**src/rtl/pll_phase_sequencer_pkg.sv**
```systemverilog
// rtl/pll_phase_sequencer_pkg.sv - shared types and constants for the PLL phase sequencer
//
// Purpose: sequencer state encoding, PHASESEL output codes, PHASEDIR codes and a
//          small helper for sizing timers from the timing parameters.
// Ports:   none (package)

package pll_phase_sequencer_pkg;

  typedef enum logic [2:0] {
    WAIT_LOCK,
    IDLE,
    SETUP,
    STEP_LO,
    STEP_HI,
    SETTLE
  } seqState_t;

  localparam logic [1:0] SEL_CLKOP  = 2'd0;
  localparam logic [1:0] SEL_CLKOS  = 2'd1;
  localparam logic [1:0] SEL_CLKOS2 = 2'd2;
  localparam logic [1:0] SEL_CLKOS3 = 2'd3;

  localparam logic DIR_ADVANCE = 1'b1;
  localparam logic DIR_RETARD  = 1'b0;

  function automatic int maxOf(input int a, input int b);
    return (a > b) ? a : b;
  endfunction

endpackage

```
**src/rtl/pll_phase_sequencer_if.sv**
```systemverilog
// rtl/pll_phase_sequencer_if.sv - phase-shift request/status bundle
//
// Purpose: groups the requester handshake (valid/ready + sel/dir/count) and the
//          completion status (done/err/busy).
// Ports:   master = requester (calibration routine / register port),
//          slave  = pll_phase_sequencer.

interface pll_phase_sequencer_if #(
  parameter int COUNT_W = 8
);
  logic               req_valid;
  logic               req_ready;
  logic [1:0]         req_sel;
  logic               req_dir;
  logic [COUNT_W-1:0] req_count;
  logic               done;
  logic               err;
  logic               busy;

  modport master (
    output req_valid, req_sel, req_dir, req_count,
    input  req_ready, done, err, busy
  );

  modport slave (
    input  req_valid, req_sel, req_dir, req_count,
    output req_ready, done, err, busy
  );
endinterface

```
**src/rtl/pll_lock_filter.sv**
```systemverilog
// rtl/pll_lock_filter.sv - lock synchroniser and filter producing pll_ready/sys_rst
//
// Purpose: brings the asynchronous PLL LOCK into the reference clock domain and
//          declares the PLL ready after LOCK_FILTER consecutive synced-high cycles.
// Ports:   clock, reset      - reference clock, synchronous active-high reset
//          pllLocked         - raw PLL LOCK (asynchronous)
//          pllReady          - filtered lock; drops in the same cycle the synced lock drops
//          sysRst            - registered ~pllReady for downstream logic

module pll_lock_filter #(
  parameter int LOCK_FILTER = 16
) (
  input  logic clock,
  input  logic reset,
  input  logic pllLocked,
  output logic pllReady,
  output logic sysRst
);

  localparam int CNT_W = $clog2(LOCK_FILTER + 1);
  localparam logic [CNT_W-1:0] FILTER_MAX = CNT_W'(LOCK_FILTER);

  logic             lockMeta;
  logic             lockS;
  logic [CNT_W-1:0] lockCnt;

  // Counter saturates at LOCK_FILTER; readiness is gated by lockS directly so a
  // lock loss removes pllReady without waiting for the counter to clear.
  assign pllReady = lockS && (lockCnt == FILTER_MAX);

  always_ff @(posedge clock) begin
    if (reset) begin
      lockMeta <= 1'b0;
      lockS    <= 1'b0;
      lockCnt  <= '0;
      sysRst   <= 1'b1;
    end else begin
      lockMeta <= pllLocked;
      lockS    <= lockMeta;
      if (!lockS) begin
        lockCnt <= '0;
      end else if (lockCnt != FILTER_MAX) begin
        lockCnt <= lockCnt + 1'b1;
      end
      sysRst <= ~pllReady;
    end
  end

endmodule

```
**src/rtl/pll_phase_sequencer.sv**
```systemverilog
// rtl/pll_phase_sequencer.sv - PLL lock qualification and dynamic phase-step sequencer
//
// Purpose: qualifies PLL lock, generates the downstream synchronous reset, and
//          drives PHASESEL/PHASEDIR/PHASESTEP to apply N phase steps on request.
// Ports:   clock, reset            - 25 MHz reference clock, synchronous active-high reset
//          pll_locked              - raw PLL LOCK (asynchronous)
//          req (slave modport)     - request handshake and done/err/busy status
//          pll_ready, sys_rst      - filtered lock status and downstream reset
//          phasesel/phasedir/phasestep - to the PLL dynamic phase pins (phasestep idles high)

module pll_phase_sequencer
  import pll_phase_sequencer_pkg::*;
#(
  parameter int LOCK_FILTER      = 16,
  parameter int SETUP_CYCLES     = 2,
  parameter int STEP_LOW_CYCLES  = 4,
  parameter int STEP_HIGH_CYCLES = 4,
  parameter int SETTLE_CYCLES    = 16,
  parameter int COUNT_W          = 8
) (
  input  logic                  clock,
  input  logic                  reset,
  input  logic                  pll_locked,
  pll_phase_sequencer_if.slave  req,
  output logic                  pll_ready,
  output logic                  sys_rst,
  output logic [1:0]            phasesel,
  output logic                  phasedir,
  output logic                  phasestep
);

  localparam int TIMER_MAX = maxOf(maxOf(SETUP_CYCLES, STEP_LOW_CYCLES),
                                   maxOf(STEP_HIGH_CYCLES, SETTLE_CYCLES));
  localparam int TIMER_W = (TIMER_MAX > 1) ? $clog2(TIMER_MAX) : 1;

  localparam logic [TIMER_W-1:0] SETUP_LAST  = TIMER_W'(SETUP_CYCLES - 1);
  localparam logic [TIMER_W-1:0] LOW_LAST    = TIMER_W'(STEP_LOW_CYCLES - 1);
  localparam logic [TIMER_W-1:0] HIGH_LAST   = TIMER_W'(STEP_HIGH_CYCLES - 1);
  localparam logic [TIMER_W-1:0] SETTLE_LAST = TIMER_W'(SETTLE_CYCLES - 1);

  seqState_t          state;
  logic [TIMER_W-1:0] timer;
  logic [COUNT_W-1:0] remaining;
  logic               reqReady;
  logic               doneQ;
  logic               errQ;
  logic               busyQ;

  assign req.req_ready = reqReady;
  assign req.done      = doneQ;
  assign req.err       = errQ;
  assign req.busy      = busyQ;

  pll_lock_filter #(
    .LOCK_FILTER (LOCK_FILTER)
  ) u_lock_filter (
    .clock     (clock),
    .reset     (reset),
    .pllLocked (pll_locked),
    .pllReady  (pll_ready),
    .sysRst    (sys_rst)
  );

  always_ff @(posedge clock) begin
    if (reset) begin
      state     <= WAIT_LOCK;
      timer     <= '0;
      remaining <= '0;
      reqReady  <= 1'b0;
      doneQ     <= 1'b0;
      errQ      <= 1'b0;
      busyQ     <= 1'b0;
      phasesel  <= SEL_CLKOP;
      phasedir  <= DIR_ADVANCE;
      phasestep <= 1'b1;
    end else begin
      doneQ <= 1'b0;
      errQ  <= 1'b0;
      if (state != WAIT_LOCK && !pll_ready) begin
        // Lock lost: abandon the request. busy is still high in the done cycle,
        // so a completed request is not reported as aborted.
        state     <= WAIT_LOCK;
        timer     <= '0;
        reqReady  <= 1'b0;
        busyQ     <= 1'b0;
        phasestep <= 1'b1;
        errQ      <= busyQ && !doneQ;
      end else begin
        case (state)
          WAIT_LOCK: begin
            if (pll_ready) begin
              state    <= IDLE;
              reqReady <= 1'b1;
            end
          end
          IDLE: begin
            if (doneQ) begin
              // Completion cycle: ready reopens only after done has been seen.
              busyQ    <= 1'b0;
              reqReady <= 1'b1;
            end else if (reqReady && req.req_valid) begin
              reqReady <= 1'b0;
              busyQ    <= 1'b1;
              if (req.req_count == '0) begin
                doneQ <= 1'b1;
              end else begin
                state     <= SETUP;
                timer     <= '0;
                phasesel  <= req.req_sel;
                phasedir  <= req.req_dir;
                remaining <= req.req_count;
              end
            end
          end
          SETUP: begin
            if (timer == SETUP_LAST) begin
              timer     <= '0;
              phasestep <= 1'b0;
              state     <= STEP_LO;
            end else begin
              timer <= timer + 1'b1;
            end
          end
          STEP_LO: begin
            if (timer == LOW_LAST) begin
              timer     <= '0;
              phasestep <= 1'b1;
              state     <= STEP_HI;
            end else begin
              timer <= timer + 1'b1;
            end
          end
          STEP_HI: begin
            if (timer == HIGH_LAST) begin
              timer     <= '0;
              remaining <= remaining - 1'b1;
              if (remaining != COUNT_W'(1)) begin
                phasestep <= 1'b0;
                state     <= STEP_LO;
              end else begin
                state <= SETTLE;
              end
            end else begin
              timer <= timer + 1'b1;
            end
          end
          SETTLE: begin
            if (timer == SETTLE_LAST) begin
              timer <= '0;
              state <= IDLE;
              doneQ <= 1'b1;
            end else begin
              timer <= timer + 1'b1;
            end
          end
          default: begin
            state <= WAIT_LOCK;
          end
        endcase
      end
    end
  end

endmodule
```
**src/flat_wrapper.sv**
```systemverilog
// flat-port wrapper written by rule: the top's interface ports become plain ports
module pll_phase_sequencer_flat import pll_phase_sequencer_pkg::*;
#(
  parameter int LOCK_FILTER      = 16,
  parameter int SETUP_CYCLES     = 2,
  parameter int STEP_LOW_CYCLES  = 4,
  parameter int STEP_HIGH_CYCLES = 4,
  parameter int SETTLE_CYCLES    = 16,
  parameter int COUNT_W          = 8
)
  (clock, reset, pll_locked, pll_ready, sys_rst, phasesel, phasedir, phasestep, req_req_valid, req_req_sel, req_req_dir, req_req_count, req_req_ready, req_done, req_err, req_busy);
  pll_phase_sequencer_if #(.COUNT_W(COUNT_W)) req_i ();
  input  logic clock;
  input  logic reset;
  input  logic pll_locked;
  output logic pll_ready;
  output logic sys_rst;
  output logic [1:0] phasesel;
  output logic phasedir;
  output logic phasestep;
  input wire logic [$bits(req_i.req_valid)-1:0] req_req_valid;
  input wire logic [$bits(req_i.req_sel)-1:0] req_req_sel;
  input wire logic [$bits(req_i.req_dir)-1:0] req_req_dir;
  input wire logic [$bits(req_i.req_count)-1:0] req_req_count;
  output wire logic [$bits(req_i.req_ready)-1:0] req_req_ready;
  output wire logic [$bits(req_i.done)-1:0] req_done;
  output wire logic [$bits(req_i.err)-1:0] req_err;
  output wire logic [$bits(req_i.busy)-1:0] req_busy;
  assign req_i.req_valid = req_req_valid;
  assign req_i.req_sel = req_req_sel;
  assign req_i.req_dir = req_req_dir;
  assign req_i.req_count = req_req_count;
  assign req_req_ready = req_i.req_ready;
  assign req_done = req_i.done;
  assign req_err = req_i.err;
  assign req_busy = req_i.busy;
  pll_phase_sequencer #(.LOCK_FILTER(LOCK_FILTER), .SETUP_CYCLES(SETUP_CYCLES), .STEP_LOW_CYCLES(STEP_LOW_CYCLES), .STEP_HIGH_CYCLES(STEP_HIGH_CYCLES), .SETTLE_CYCLES(SETTLE_CYCLES), .COUNT_W(COUNT_W)) u_core (.clock(clock), .reset(reset), .pll_locked(pll_locked), .req(req_i), .pll_ready(pll_ready), .sys_rst(sys_rst), .phasesel(phasesel), .phasedir(phasedir), .phasestep(phasestep));
endmodule
```
**config.mk**
```make
export PLATFORM = sky130hd
export DESIGN_NAME = pll_phase_sequencer_flat
export DESIGN_NICKNAME = d
export VERILOG_FILES = /design/src/rtl/pll_phase_sequencer_pkg.sv /design/src/rtl/pll_phase_sequencer_if.sv /design/src/rtl/pll_lock_filter.sv /design/src/rtl/pll_phase_sequencer.sv /design/src/flat_wrapper.sv
export SDC_FILE = /design/constraint.sdc
export NUM_CORES = 1
export LEC_CHECK = 0
export CAP_MARGIN = 5
export CORE_UTILIZATION = 49
export DETAILED_ROUTE_END_ITERATION = 16
export PLACE_DENSITY = 0.76
export SYNTH_ARGS = -nofsm -noshare
export SYNTH_HDL_FRONTEND = slang
export SYNTH_SLANG_ARGS = --single-unit
```
**constraint.sdc**
```tcl
create_clock -name clock -period 2.2 [get_ports clock]
set_clock_uncertainty 0.2 [all_clocks]
set_input_delay 0.44 -clock clock [delete_from_list [all_inputs] [get_ports clock]]
set_output_delay 0.44 -clock clock [all_outputs]
set_load 0.005 [all_outputs]
```
==> results of run 1 <==
[flip-flops by register name, indices dropped and copies added, names as in the netlist]
name,cells
u_core.req.req_ready,1
u_core.state,3
u_core.u_lock_filter.lockMeta,1
u_core.req.busy,1
u_core.phasestep,1
u_core.req.err,1
u_core.u_lock_filter.sysRst,1
u_core.remaining,8
u_core.timer,4
u_core.phasesel,2
u_core.u_lock_filter.lockS,1
u_core.req.done,1
u_core.phasedir,1
u_core.u_lock_filter.lockCnt,5
[power by group]
| part | leakage [nW] | internal, W | switching [W] |
|---|---|---|---|
| registers | 0.251 | 0.000563 | 0.00000144 |
| logic | 0.538 | 0.0000316 | 0.0000222 |
| clock network | 0.0386 | 0.000188 | 0.000198 |
[final timing paths]
kind                                endpoint                            start  slack (ps)  depth (start not counted)
setup / recovery                   pll_ready  u_core.u_lock_filter.lockCnt[0]          70                          6
hold / removal    u_core.u_lock_filter.lockS    u_core.u_lock_filter.lockMeta         260                          1
setup reg to reg             u_core.state[2]                  u_core.timer[1]          80                          8
hold reg to reg   u_core.u_lock_filter.lockS    u_core.u_lock_filter.lockMeta         260                          1
[stage by stage]
stage                     setup slack [ps]  power [W]  utilization  area [sq um]
final                                72.13   0.001004       0.6769          2312
after global routing                0.6573   0.001050       0.6769          2312
after CTS                            4.864   0.001010       0.6634          2266
after detailed placement            -254.4  0.0006282       0.6308          2155
after global placement              -212.1  0.0006279       0.6308          2155
after floorplan                      155.8  0.0005915            -          1793
[worst max-delay path, cell delays in order (launching register included)]
cell and delay, ps:
dfxtp_2 340, inv_1 60, ha_1 190, and4bb_1 220, nand2_2 90, clkinv_4 60, clkdlybuf4s15_1 200
[timing repair]
item	4_1_cts	5_1_grt
pin swaps	1	0
setup endpoints to repair	1	10
gates resized for setup	4	7
setup buffers	5	0
gates cloned	0	1
[Yosys cell counts, types with 2 or more instances]
master / instances / area (sq um)
dfxtp_1: 31 / 620.6
nand2_1: 28 / 105.1
nor2_1: 24 / 90.09
a21oi_1: 15 / 75.07
o21ai_0: 11 / 55.05
inv_1: 9 / 33.78
nand3_1: 7 / 35.03
nor3_1: 7 / 35.03
a211oi_1: 6 / 45.04
buf_2: 6 / 30.03
ha_1: 6 / 75.07
nor4_1: 6 / 37.54
mux2i_1: 5 / 50.05
or2_2: 4 / 25.02
a31oi_1: 3 / 18.77
or3b_2: 3 / 26.28
xnor2_1: 3 / 26.28
a221oi_1: 2 / 17.52
and2b_2: 2 / 17.52
clkbuf_1: 2 / 7.510
nand2b_1: 2 / 12.51
nor2b_1: 2 / 12.51
nor3b_1: 2 / 15.01
xor2_1: 2 / 17.52
[layer usage]
| metal | part of all wire | GRT usage | up-vias |
|---|---|---|---|
| met5 | 0 | 0 | - |
| met4 | 0.014 | 0.07849 | 0 |
| met3 | 0.045 | 0.05474 | 5 |
| met2 | 0.47 | 0.3478 | 57 |
| met1 | 0.47 | 0.2891 | 791 |
| li1 | - | - | 885 |
[layout make-up]
type                            count  area, sq um
Tap cell                           46        57.56
Inverter                           10        42.54
Fill cell                         301         1104
Timing Repair Buffer               44        390.4
Sequential cell                    31        623.1
Clock buffer                        8        68.82
Multi-Input combinational cell    170         1130
[cell families after synthesis]
group | share of synthesized area
compound gates | 0.2240
xor+xnor | 0.02443
fa+ha+maj | 0.04187
buf+inv | 0.04885
flops | 0.3461
mux | 0.02791
simple gates | 0.2868
==> impl_metrics.yaml, run 1 <==
global_route:
  track_usage: 0.2202
  grt_pass1_wl_um: 6831
  grt_overflow_total: 0
  grt_max_degree: 15
  grt_pass1_vias: 1510
  antenna_found_initial: 0
cts:
  clock_sinks: 31
  cts_buffers: 5
  root_buffer: "clkbuf_4"
  cts_hold_buf: 0
  cts.clk_slew.worst_paths_ps: 90
  cts_buffer_depth: 2
  cts.htree.levels: 2
  clk_latency_ps: 340
  cts_tree: "done"
final_layout:
  layout_commonest_cell: "dfxtp_1"
  fin_nets: 283
  area_growth_pct: 28.96
  final_cell_mix: "dfxtp_1 (29), nand2_1 (28), nor2_1 (24)"
  n_antenna_cell: 0
  fin_cells: 309
  drive_gt1_frac: 0.2129
route:
  via_count: 1738
  avgViaCountPerCell: 5.625
  dr.pass1.iters: 4
  wl_per_cell_um: 13.74
  post-route-drc-count: 0
  drt_wl_total_um: 4247
  ant_nets: 0
  drtIter0Drc: 125
sta:
  finalCritPeriodShare: 0.9672
  hold_viol: 0
  fin_crit_ps: 2128
  worst_slew_pin_slew_ps: 443.3
  whs_ps: 255.6
  slew_headroom: 0.7044
  fmax_mhz: 470.0
  finalSetupViolations: 0
  setup_tns_ps: 0
  drv_slew: 0
  rsz0062_at_grt: "false"
min_path:
  hold_class: "reg2reg"
synth:
  avgSynthCellArea_sq_um: 8.150
  synthCells: 220
  yosysSeqAreaShare: 0.3461
  syn-num-nets: 241
  synth-edff-count: 0
  yosysUniqueCellTypes: 56
  ys_seq_elements: 31
  async_flop_share: 0
  ys_warn_count: 0
  syn_area_sq_um: 1793
  synth_ff_type: "dfxtp_1"
run_status:
  status: "finished, final reports clean"
placed_design:
  dp_hpwl_um: 2939
  globalplace.congestion: 0.9465
  dp_cells: 295
  io_buffers: 24
critical_path:
  arrival_ps: 1490
  cp-end-kind: "primary output"
  worstPathRequired_ps: 1560
  cp-start-kind: "flip-flop"
  critPathMaxFanout: 3
  crit_type: "reg2out"
floorplanning:
  die_area_sq_um: 3905
  fp.coreArea_sq_um: 3416
  boundaryPins: 25
  die_height_um: 62.49
  start_util: 0.5249
  num_rows: 21
  die_w_um: 62.49
pwr:
  leakagePower_nw: 0.8278
  power-per-cell-area_nw_per_um2: 434.2
  ir_drop_v: 0.0003123
run:
  maxCapViolations: 0
No activity file was read; power rests on OpenSTA's default activity.
==> inputs of run 2 (changes only) <==
--- a/config.mk
+++ b/config.mk
@@ -6,9 +6,11 @@
 export NUM_CORES = 1
 export LEC_CHECK = 0
 export CAP_MARGIN = 5
-export CORE_UTILIZATION = 49
+export CORE_UTILIZATION = 50
 export DETAILED_ROUTE_END_ITERATION = 16
 export PLACE_DENSITY = 0.76
+export REMOVE_ABC_BUFFERS = 1
 export SYNTH_ARGS = -nofsm -noshare
 export SYNTH_HDL_FRONTEND = slang
+export SYNTH_HIERARCHICAL = 1
 export SYNTH_SLANG_ARGS = --single-unit
==> impl_metrics.yaml, run 2 <==
final_layout:
  largest_register_ffs: 8
  largestRegisters: "u_core/remaining: 8 flops, u_core/u_lock_filter/lockCnt: 5 flops, u_core/timer: 4 flops"
  fin_nets: 314
  filler_cell_count: 279
  area_growth_pct: 37.85
  drive_gt1_frac: 0.2993
  layout_commonest_cell: "buf_4"
  final_cell_mix: "buf_4 (38), dfxtp_1 (29), clkdlybuf4s50_1 (23)"
  fin_cells: 342
  largest-register: "u_core/remaining"
  final_util: 0.7432
  n_antenna_cell: 0
  fin_area_sq_um: 2803
global_route:
  grt_pass1_wl_um: 9418
  grt_pass1_vias: 1932
  track_usage: 0.2896
  grt_overflow_total: 0
  antenna_found_initial: 0
  grt_max_degree: 19
floorplanning:
  num_rows: 22
  fp.coreArea_sq_um: 3771
  boundaryPins: 25
  die_w_um: 65.77
  die_height_um: 65.77
  start_util: 0.5392
  die_area_sq_um: 4326
critical_path:
  reg2reg_slack_ps: -2
  path_cells: "inv_2, ha_4, nor4bb_4, and2_4, buf_6, and4bb_2, a21oi_4, nor4_2, a211o_1"
  r2r-start: "u_core/u_lock_filter/lockCnt[0]"
  slowest_stage: "dfxtp_2"
  reg2reg_to: "u_core/remaining[0]"
  cp-start-kind: "flip-flop"
  slowest_delay_ps: 340
  arrival_ps: 2190
  critPathTopFamily: "simple AND/OR/NAND/NOR gates"
  worstPathRequired_ps: 2190
  critPathMaxFanout: 8
  cp-end-kind: "flip-flop"
  worst-path-buf-inv: 2
  crit_type: "reg2reg"
  r2r_cells: 9
run:
  maxCapViolations: 0
route:
  wl_per_cell_um: 16.84
  dr.pass1.iters: 4
  ant_nets: 0
  post-route-drc-count: 0
  via_count: 2067
  drt_wl_total_um: 5758
  drtIter0Drc: 177
  avgViaCountPerCell: 6.044
cts:
  clock_sinks: 31
  cts_hold_buf: 0
  cts.clk_slew.worst_paths_ps: 70
  clk_latency_ps: 300
  cts_buffers: 5
  cts_buffer_depth: 2
  cts.htree.levels: 2
  cts_tree: "done"
  root_buffer: "clkbuf_8"
synth:
  synth_area_leader_cell: "dfxtp_1"
  synth_compound_area_frac: 0.2455
  syn_area_sq_um: 2033
  synth_xor_area_frac: 0.02154
  ys_warn_count: 6
  yosysUniqueCellTypes: 61
  synth-simple-area-share: 0.3015
  synth_ff_type: "dfxtp_1"
  synthCells: 236
  synth_common_cells: "dfxtp_1 (31), nand2_1 (16), nand3_1 (15)"
  yosysSeqAreaShare: 0.3052
  synth.area.top_cells: "dfxtp_1 (31%), a211oi_1 (3.7%), ha_1 (3.7%)"
  synth-edff-count: 0
  synth_top_area_frac: 0.3052
  synthMostInstantiatedCell: "dfxtp_1"
  synthAdderAreaFrac: 0.03692
  synth_top_family_by_area: "simple AND/OR/NAND/NOR gates"
  muxShareOfSynthArea: 0.02462
  avgSynthCellArea_sq_um: 8.615
  ys_seq_elements: 31
  async_flop_share: 0
pwr:
  leakagePower_nw: 1.019
  ir_drop_v: 0.0003729
  power-per-cell-area_nw_per_um2: 445.7
min_path:
  hold_class: "reg2reg"
  hold_path_depth: 1
  holdPathEnd: "u_core/u_lock_filter/sysRst"
  min_from: "u_core/u_lock_filter/lockS"
sta:
  setup_tns_ps: -2.356
  drv_slew: 0
  worst_slew_pin_slew_ps: 597.3
  slew_headroom: 0.5985
  finalCritPeriodShare: 1.001
  fin_crit_ps: 2202
  rsz0062_at_grt: "true"
  hold_viol: 0
  fmax_mhz: 454.1
  finalSetupViolations: 1
  worst_slack_ps: -2.356
run_status:
  violations: "setup timing"
  status: "finished with violations"
placed_design:
  dp_cells: 333
  dp_hpwl_um: 3934
  post_dp_cell_area_sq_um: 2549
  globalplace.congestion: 0.9208
  pre_cts_ws_ps: -261.7
  io_buffers: 24
## run 2: changes by cell type after synthesis, sizes merged, moves of 4 or more
cell	change
nor3	+4
o21ai	-5
nand3	+8
nor2	-10
or2	-4
a211oi	+5
buf	+4
or4	+4
o32ai	+7
nor3b	+5
nand2	-13
## run 2: report_power, final
part / total (W) / internal (W) / switching, W
logic: 0.0000777 / 0.0000426 / 0.0000351
clock network: 0.000607 / 0.000366 / 0.000241
registers: 0.000564 / 0.000563 / 0.00000114
## run 2: cell type report
cell class	instances	area [sq um]	area share
multi-input combinational	180	1404	0.5009
sequential	31	623.1	0.2223
timing repair buffer	64	556.8	0.1987
clock buffer	6	82.58	0.02946
tap	48	60.06	0.02143
inverter	11	41.29	0.01473
clock inverter	2	35.03	0.01250
## run 2: how the worst max path moves through the flow
stage | start | end | slack [ps] | cells after the start
finish | u_core/u_lock_filter/lockCnt[0] | u_core/remaining[0] | -2 | 9
global route | u_core/u_lock_filter/lockCnt[0] | u_core/remaining[2] | -70 | 9
CTS | u_core/u_lock_filter/lockCnt[1] | u_core/remaining[7] | 7 | 9
detailed placement | u_core/u_lock_filter/lockCnt[0] | u_core/remaining[2] | -260 | 10
global placement | u_core/u_lock_filter/lockCnt[0] | u_core/remaining[2] | -210 | 10
floorplan | u_core/u_lock_filter/lockCnt[0] | u_core/remaining[4] | -620 | 8
## run 2: kinds of logic (layout without fill, tap and decap cells)
logic type | count (synthesis) | count (layout)
simple gates | 100 | 100
compound gates | 64 | 64
flops | 31 | 31
buf+inv | 25 | 83
fa+ha+maj | 6 | 6
xor+xnor | 5 | 5
mux | 5 | 5
## run 2: layer usage
layer / GRT usage / vias up / share of wire
met3: 0.06207 / 15 / 0.073
met1: 0.3852 / 958 / 0.44
met5: 0 / - / 0
li1: - / 1001 / -
met2: 0.4452 / 93 / 0.46
met4: 0.1277 / 0 / 0.023
## run 2: what timing repair did
item                       in CTS  in global routing
buffers inserted                2                  1
setup endpoints to repair      14                 12
pin swaps                       6                  4
gates resized for setup        20                  6
## run 2: through the flow
step	hold WS [ps]	power, W
5_1_grt	263.1	0.001287
6_report	240.8	0.001249
4_1_cts	247.8	0.001257
3_3_place_gp	207.8	0.0006492
3_5_place_dp	228.3	0.0006505
2_1_floorplan	191.5	0.0005962
## run 2: worst reg2reg max path: cells and delay by family, from the launching register on
| kind | cells | cell delay [ps] |
|---|---|---|
| adder cells (fa/ha/maj) | 1 | 140 |
| AO/OA/AOI/OAI | 2 | 580 |
| buffers and inverters | 2 | 170 |
| AND/OR/NAND/NOR | 4 | 660 |
| flip-flops | 1 | 340 |
==> inputs of run 3 (changes only) <==
--- a/config.mk
+++ b/config.mk
@@ -6,6 +6,8 @@
 export NUM_CORES = 1
 export LEC_CHECK = 0
 export CAP_MARGIN = 5
+export CORE_ASPECT_RATIO = 1.25
+export CORE_MARGIN = 2
 export CORE_UTILIZATION = 50
 export DETAILED_ROUTE_END_ITERATION = 16
 export PLACE_DENSITY = 0.76
==> impl_metrics.yaml, run 3 (synthesis results as in run 2) <==
floorplanning:
  num_rows: 25
  die_area_sq_um: 4596
  fp.coreArea_sq_um: 3847
  boundaryPins: 25
  die_w_um: 61.04
  die_height_um: 75.30
  start_util: 0.5285
cts:
  cts_buffers: 5
  cts_hold_buf: 0
  cts.clk_slew.worst_paths_ps: 70
  root_buffer: "clkbuf_8"
  cts_buffer_depth: 2
  clk_latency_ps: 290
  clock_sinks: 31
  cts.htree.levels: 2
  cts_tree: "done"
sta:
  finalSetupViolations: 4
  fin_crit_ps: 2288
  drv_slew: 0
  rsz0062_at_grt: "true"
  slew_headroom: 0.5957
  hold_viol: 0
  worst_slack_ps: -87.73
  fmax_mhz: 437.1
  finalCritPeriodShare: 1.040
  whs_ps: 251.3
  worst_slew_pin_slew_ps: 605.7
pwr:
  leakagePower_nw: 1.043
  power-per-cell-area_nw_per_um2: 428.6
  power_w: 0.001240
  ir_drop_v: 0.0003330
final_layout:
  largestRegisters: "u_core/remaining: 8 flops, u_core/u_lock_filter/lockCnt: 5 flops, u_core/timer: 4 flops"
  largest-register: "u_core/remaining"
  drive_gt1_frac: 0.3311
  filler_cell_count: 277
  largest_register_ffs: 8
  layout_commonest_cell: "buf_4"
  n_antenna_cell: 0
  final_cell_mix: "buf_4 (41), dfxtp_1 (29), clkdlybuf4s50_1 (23)"
  area_growth_pct: 42.28
  fin_nets: 319
run_status:
  status: "finished with violations"
  violations: "setup timing"
route:
  dr.pass1.iters: 4
  post-route-drc-count: 0
  avgViaCountPerCell: 5.870
  wl_per_cell_um: 16.33
  drtIter0Drc: 124
  via_count: 2072
  drt_wl_total_um: 5766
  ant_nets: 0
critical_path:
  r2r_cells: 10
  r2r-start: "u_core/u_lock_filter/lockCnt[0]"
  startpoint: "u_core/u_lock_filter/lockCnt[0]"
  slowest_delay_ps: 330
  arrival_ps: 2270
  critPathTopFamily: "simple AND/OR/NAND/NOR gates"
  cp-start-kind: "flip-flop"
  worst-path-buf-inv: 3
  cp-end-kind: "flip-flop"
  reg2reg_slack_ps: -90
  slowest_stage: "dfxtp_2"
  critPathMaxFanout: 8
  worstPathRequired_ps: 2180
  reg2reg_to: "u_core/remaining[0]"
  cp.depth: 10
  path_cells: "inv_2, ha_4, nor4bb_4, and2_4, buf_6, buf_4, and4bb_2, a21oi_4, nor4_2, a211o_1"
  crit_type: "reg2reg"
global_route:
  grt_pass1_wl_um: 8887
  track_usage: 0.2602
  grt_overflow_total: 0
  grt_pass1_vias: 1958
  grt_max_degree: 18
  antenna_found_initial: 0
placed_design:
  dp_hpwl_um: 3871
  globalplace.congestion: 0.8441
  io_buffers: 24
min_path:
  hold_class: "reg2reg"
  holdPathEnd: "u_core/u_lock_filter/sysRst"
  hold_path_depth: 1
  min_from: "u_core/u_lock_filter/lockS"
run:
  maxCapViolations: 0
## run 3: cell type report
class                           count  area, sq um  area share
Clock buffer                        6        82.58     0.02855
Clock inverter                      2        35.03     0.01211
Inverter                           11        41.29     0.01427
Multi-Input combinational cell    180         1446      0.5000
Sequential cell                    31        623.1      0.2154
Tap cell                           54        67.56     0.02336
Timing Repair Buffer               69        596.8      0.2063
## run 3: worst max-delay path by stage
stage,slack (ps),endpoint
3_5_place_dp,-290,u_core/remaining[6]
3_3_place_gp,-190,u_core/remaining[7]
2_1_floorplan,-620,u_core/remaining[4]
6_report,-90,u_core/remaining[0]
4_1_cts,-80,u_core/remaining[0]
5_1_grt,-140,u_core/remaining[0]
## run 3: power by group
| group | leakage, nW | total [W] | internal [W] | switching (W) |
|---|---|---|---|---|
| combinational | 0.731 | 0.0000784 | 0.0000435 | 0.0000349 |
| sequential | 0.251 | 0.000564 | 0.000563 | 0.00000114 |
| clock | 0.0612 | 0.000597 | 0.000366 | 0.000231 |
| total | 1.04 | 0.00124 | 0.000973 | 0.000267 |
## run 3: worst reg2reg max path, cell delays in order, from the launching register on
cell	delay, ps
dfxtp_2	330
inv_2	50
ha_4	140
nor4bb_4	150
and2_4	150
buf_6	110
buf_4	130
and4bb_2	260
a21oi_4	330
nor4_2	80
a211o_1	250
## run 3: through the flow
step	std cells	worst slack, ps	cell area (sq um)	util	setup TNS (ps)
floorplan	222	-623.8	1943	-	-6201
global placement	341	-193.3	2571	0.6683	-2468
detailed placement	341	-286.4	2571	0.6683	-3390
CTS	353	-84.47	2823	0.7337	-276.2
global route	353	-144.5	2893	0.7519	-1073
finish	353	-87.73	2893	0.7519	-164.0
## run 3: layer usage
metal  vias to the layer above  global-route usage  routed length, um  part of all wire
met5                         -                   0                  0                 0
met4                         0              0.1135                132             0.023
met3                        13             0.05603                250             0.043
met2                        51              0.4704               3029              0.53
met1                       999              0.2865               2354              0.41
li1                       1009                   -                  -                 -
## run 3: timing repair
item,in CTS,in global routing
setup endpoints to repair,14,16
buffers inserted,5,0
resized for setup,22,15
pin swaps,10,6
